**src/rtl/piso_pkg.sv**
```systemverilog
// Shared definitions for the parallel-in/serial-out transmitter:
// FSM state encodings and the bit-counter width rule.
package piso_pkg;

    typedef enum logic {
        S_IDLE  = 1'b0,
        S_SHIFT = 1'b1
    } state_t;

    // A word of n bits needs a counter holding n-1 down to 0; keep at least one bit for n=1.
    function automatic int cnt_w(input int n);
        return (n <= 2) ? 1 : $clog2(n);
    endfunction

endpackage

```
**src/rtl/cnt_down.sv**
```systemverilog
// Loadable down-counter that saturates at zero and flags when it is there.
module cnt_down #(
    parameter int W = 1
) (
    input  logic         i_clk,
    input  logic         i_rst,
    input  logic         i_load,
    input  logic [W-1:0] i_load_val,
    input  logic         i_dec,
    output logic         o_zero
);

    logic [W-1:0] r_cnt;

    // Load has priority so a new word can start on the same edge the old one finishes.
    always_ff @(posedge i_clk or posedge i_rst) begin
        if (i_rst) begin
            r_cnt <= '0;
        end else if (i_load) begin
            r_cnt <= i_load_val;
        end else if (i_dec && (r_cnt != '0)) begin
            r_cnt <= r_cnt - W'(1);
        end
    end

    assign o_zero = (r_cnt == '0);

endmodule

```
**src/rtl/regn_piso_tx.sv**
```systemverilog
// Parallel-in/serial-out transmitter: takes an n-bit word over valid/ready and
// streams it one bit per accepted beat, back-to-back words without a bubble.
module regn_piso_tx
    import piso_pkg::*;
#(
    parameter int n         = 32,
    parameter bit MSB_FIRST = 1'b1
) (
    input  logic         clk,
    input  logic         rst,
    input  logic [n-1:0] di,
    input  logic         di_valid,
    output logic         di_ready,
    output logic         so,
    output logic         so_valid,
    input  logic         so_ready,
    output logic         done
);

    localparam int CW = cnt_w(n);

    state_t       r_state;
    state_t       w_state_nxt;
    logic [n-1:0] r_shreg;
    logic [n-1:0] w_shifted;
    logic         r_done;
    logic         w_cnt_zero;
    logic         w_beat;
    logic         w_last_beat;
    logic         w_load;

    assign so_valid    = (r_state == S_SHIFT);
    assign so          = MSB_FIRST ? r_shreg[n-1] : r_shreg[0];
    assign w_beat      = so_valid & so_ready;
    assign w_last_beat = w_beat & w_cnt_zero;
    // Ready may rise on the final beat so the next word loads with no idle cycle.
    assign di_ready    = (r_state == S_IDLE) |
                         ((r_state == S_SHIFT) & w_cnt_zero & so_ready);
    assign w_load      = di_valid & di_ready;
    assign w_shifted   = MSB_FIRST ? (r_shreg << 1) : (r_shreg >> 1);
    assign done        = r_done;

    cnt_down #(
        .W(CW)
    ) u_cnt (
        .i_clk      (clk),
        .i_rst      (rst),
        .i_load     (w_load),
        .i_load_val (CW'(n - 1)),
        .i_dec      (w_beat),
        .o_zero     (w_cnt_zero)
    );

    always_ff @(posedge clk or posedge rst) begin
        if (rst) begin
            r_state <= S_IDLE;
        end else begin
            r_state <= w_state_nxt;
        end
    end

    always_comb begin
        w_state_nxt = r_state;
        case (r_state)
            S_IDLE:  if (di_valid) w_state_nxt = S_SHIFT;
            S_SHIFT: if (w_last_beat && !di_valid) w_state_nxt = S_IDLE;
            default: w_state_nxt = S_IDLE;
        endcase
    end

    always_ff @(posedge clk or posedge rst) begin
        if (rst) begin
            r_shreg <= '0;
            r_done  <= 1'b0;
        end else begin
            r_done <= w_last_beat;
            if (w_load) begin
                r_shreg <= di;
            end else if (w_beat && !w_cnt_zero) begin
                r_shreg <= w_shifted;
            end
        end
    end

endmodule

```
**config.mk**
```make
export PLATFORM = sky130hd
export DESIGN_NAME = regn_piso_tx
export DESIGN_NICKNAME = d
export VERILOG_FILES = /design/src/rtl/piso_pkg.sv /design/src/rtl/cnt_down.sv /design/src/rtl/regn_piso_tx.sv
export SDC_FILE = /design/constraint.sdc
export NUM_CORES = 1
export LEC_CHECK = 0
export BUFFER_PORTS_ARGS = -buffer_cell sky130_fd_sc_hd__buf_2
export CAP_MARGIN = 10
export CORE_ASPECT_RATIO = 2
export CORE_MARGIN = 2
export CORE_UTILIZATION = 35
export CTS_CLUSTER_DIAMETER = 150
export CTS_CLUSTER_SIZE = 10
export DETAILED_ROUTE_END_ITERATION = 10
export PLACE_DENSITY = 0.51
export SETUP_SLACK_MARGIN = 0.02
export SYNTH_ARGS = -nofsm -noshare
export SYNTH_HDL_FRONTEND = slang
export SYNTH_SLANG_ARGS = --single-unit
```
**constraint.sdc**
```tcl
create_clock -name clk -period 2.2 [get_ports clk]
set_clock_uncertainty 0.05 [all_clocks]
set_input_delay 0.11 -clock clk [delete_from_list [all_inputs] [get_ports clk]]
set_output_delay 0.11 -clock clk [all_outputs]
set_load 0.02 [all_outputs]
```
==> results_tabular.tex <==
\begin{tabular}{lr}
\hline
Metric & Value \\
\hline
\multicolumn{2}{l}{\textbf{Power}} \\
Pwr per Cell Area & 1030 nW/um2 \\
Net Sw Power & around 760 uW \\
Fraction of power spent switching nets & 0.323 \\
Tot Pwr & 2.35 mW \\
Sequential fraction of design power & 0.506 \\
Portion of total power attributed to combinational logic & 0.293 \\
Internal power summed over all cells & between 1.5 and 2 mW \\
Worst IR Drop VDD & 0.524 mV \\
Leakage power summed over all cells & 1.10 nW \\
Clock share of power & 0.201 \\
\multicolumn{2}{l}{\textbf{Global route}} \\
Largest net degree at the start of global routing & 40 \\
Global-route usage over all layers & 0.143 \\
Total grt overflow & 0 \\
Vias in the first global route & 1473 \\
Number of antenna violations at the first check in global routing & 0 \\
Wire length of the first global-routing pass & 6.82 mm \\
\multicolumn{2}{l}{\textbf{Timing}} \\
Top achievable clock speed & 0.500 GHz \\
Sum Neg Setup Slack & 0 ns \\
Shortest clock period the worst path allows after layout & between 1.5 and 2 ns \\
Tightest hold margin & approximately 0.012 ns \\
Worst-Margin Slew & $\sim$0.49 ns \\
Final count of negative-setup-slack endpoints & 0 \\
Max-slew headroom at the worst pin & 0.673 \\
Count of endpoints failing hold in the final timing report & 0 \\
RSZ-0062 raised after global routing & no \\
Final worst-path cycle share & 0.908 \\
Count of final max-slew check failures & 0 \\
\multicolumn{2}{l}{\textbf{Logic synthesis}} \\
Post-synth design cell area & 1920 um2 \\
Yosys top cell by area & dfrtp\_1 \\
Post-synthesis cell count & 179 \\
Share of Yosys cell area claimed by the top area cell type & 0.507 \\
Number of distinct library cell variants in the gate-level netlist after synthesis & 27 \\
Predominant post-synthesis flop cell & dfrtp\_1 \\
Synth async-reset ratio & 1.00 \\
Post-synth EDFFs & 0 \\
Register bit count reported by yosys & 39 \\
Portion of the post-synthesis area used by sequential elements & 0.507 \\
Post-Synthesis Net Count & around 220 \\
Number of warnings issued by yosys & 0 \\
Commonest cells in the netlist & 39 x dfrtp\_1, 32 x nand3\_1, 31 x mux2i\_1 \\
Top cells by area, synth & dfrtp\_1 51\%, mux2i\_1 16\%, nand3\_1 8.3\% \\
Library cell with the highest instance count after synthesis & dfrtp\_1 \\
Post-synthesis area per instance & 10.8 um2 \\
\multicolumn{2}{l}{\textbf{Clocking}} \\
Clock input transition at the sequential cells of the worst setup and hold paths & approximately 0.070 ns \\
\# clock sinks & 39 \\
Clk Tree Root Cell & clkbuf\_8 \\
Num CTS Buffers & 5 \\
TritonCTS clock tree & yes \\
Clock insertion delay at the later pin of the skew report & 0.28 ns \\
Total number of H-tree levels & 2 \\
Buffer levels on the longest clock path & 2 \\
\multicolumn{2}{l}{\textbf{Die}} \\
Initial cell density of the core & 0.358 \\
Die boundary height & 109 um \\
Area of the die & between 6000 and 7000 um2 \\
Overall die width & between 50 and 60 um \\
Placeable core region & 5370 um2 \\
Floorplan row count & 38 \\
Num ports & 40 \\
\multicolumn{2}{l}{\textbf{Route}} \\
Post-route ant nets & 0 \\
Wire length reported by the detailed router & just under 4 mm \\
Total number of vias & 1408 \\
Vias per Instance & 5.01 \\
Iteration-0 DRC Markers & 16 \\
Routed wire length per instance & $\sim$14 um \\
First-pass iteration count of the detailed router & 4 \\
DRC errors left & 0 \\
\multicolumn{2}{l}{\textbf{Worst hold path}} \\
Worst hold path type & primary input to flip-flop \\
\multicolumn{2}{l}{\textbf{Placed design}} \\
Routability-driven placement congestion ratio & 0.794 \\
Sum of net half-perimeters after detailed placement & 2.79 mm \\
Quantity of I/O buffers inserted on ports & 39 \\
Number of cells after detailed placement & 272 \\
\multicolumn{2}{l}{\textbf{Worst setup path}} \\
Maximum fanout along the worst path & 29 \\
Critical setup path kind & flip-flop to output port \\
Crit path capture type & output port \\
Type of element launching the critical path & flip-flop \\
Endpoint required time on the critical path & 2.04 ns \\
Crit path arrival time & 1.84 ns \\
\multicolumn{2}{l}{\textbf{Outcome}} \\
Run status & finished, final reports clean \\
\multicolumn{2}{l}{\textbf{Final layout}} \\
Final-stage net count & 258 \\
Share of cells above drive strength 1 & 0.294 \\
Antenna Diode Count & 0 \\
Layout area overhead & 18.0\% \\
Count of non-filler cells in the finished layout & 281 \\
\multicolumn{2}{l}{\textbf{Job}} \\
Number of max-capacitance violations reported & 0 \\
\hline
\end{tabular}
## critical path, cell delays in order, from the launching register on
cell and delay, ns:
dfrtp_1 0.40, inv_1 0.06, ha_1 0.17, nand4bb_1 0.16
o21ai_2 0.20, buf_4 0.32, buf_2 0.23
## repair_timing
action / CTS / global route
hold endpoints to repair: 40 / 0
buffers inserted: 0 / 0
resized for setup: 0 / 0
hold buffers: 2 / 0
## state kept, by name (all words and copies together) (netlist names)
| name | cells |
|---|---|
| u_cnt.r_cnt | 5 |
| done | 1 |
| r_shreg | 32 |
| so_valid | 1 |
## metrics by stage
stage	utilization	area, um2	setup slack (ns)
floorplan	-	1920	0.442
global placement	0.403	2160	0.314
detailed placement	0.403	2160	0.302
CTS	0.423	2270	0.169
global route	0.423	2270	0.0313
finish	0.423	2270	0.202
## layout by cell type (no fill, tap or decap), types with 2 or more instances in the layout
master         Yosys  routed
clkbuf_8           0       6
nand2_1           10      10
o21ai_2            8       8
buf_2              1      39
buf_4              2       7
mux2i_1           31      31
xnor2_1            3       3
dfrtp_1           39      39
dlygate4sd3_1      0       2
inv_1              4       4
nand3_1           32      32
o21ai_0           26      26
## power by group through the flow
stage | logic, mW | clock network, mW | registers (mW)
final | 0.687 | 0.473 | 1.19
after global routing | 0.782 | 0.539 | 1.24
after CTS | 0.706 | 0.503 | 1.19
after detailed placement | 0.701 | 0 | 1.21
after global placement | 0.686 | 0 | 1.21
after floorplan | 0.558 | 0 | 1.16
## worst paths after layout
| path | cells after the start | to | from | slack, ns |
|---|---|---|---|---|
| worst max-delay path | 6 | di_ready | u_cnt.r_cnt[0] | 0.20 |
| worst min-delay path | 3 | r_shreg[5] | di[5] | 0.01 |
| worst max register to register | 7 | r_shreg[29] | u_cnt.r_cnt[0] | 0.30 |
| worst min register to register | 2 | u_cnt.r_cnt[1] | u_cnt.r_cnt[1] | 0.49 |
| max in group asynchronous | 4 | r_shreg[15] | rst | 1.32 |
| min in group asynchronous | 4 | u_cnt.r_cnt[3] | rst | 0.43 |
## final cells by class
type                            instances  area, um2
Multi-Input combinational cell        123        850
Inverter                                4       15.0
Sequential cell                        39        976
Tap cell                               60       75.1
Clock buffer                            6       82.6
Timing Repair Buffer                   48        268
Clock inverter                          1       5.00
Fill cell                             552       3100
## cell families after synthesis
family | count (synthesis) | share of synthesized area
xor+xnor | 3 | 0.0137
fa+ha+maj | 1 | 0.00650
mux | 31 | 0.161
buf+inv | 17 | 0.0514
simple gates | 53 | 0.152
flops | 39 | 0.507
compound gates | 35 | 0.108
## layer usage
layer	vias to the layer above	routed length (um)	track usage
met5	-	0	0
met4	0	38	0.0561
met3	2	149	0.0273
met2	31	2060	0.256
met1	657	1680	0.165
li1	718	-	-
Power figures use the tool's default switching activity.
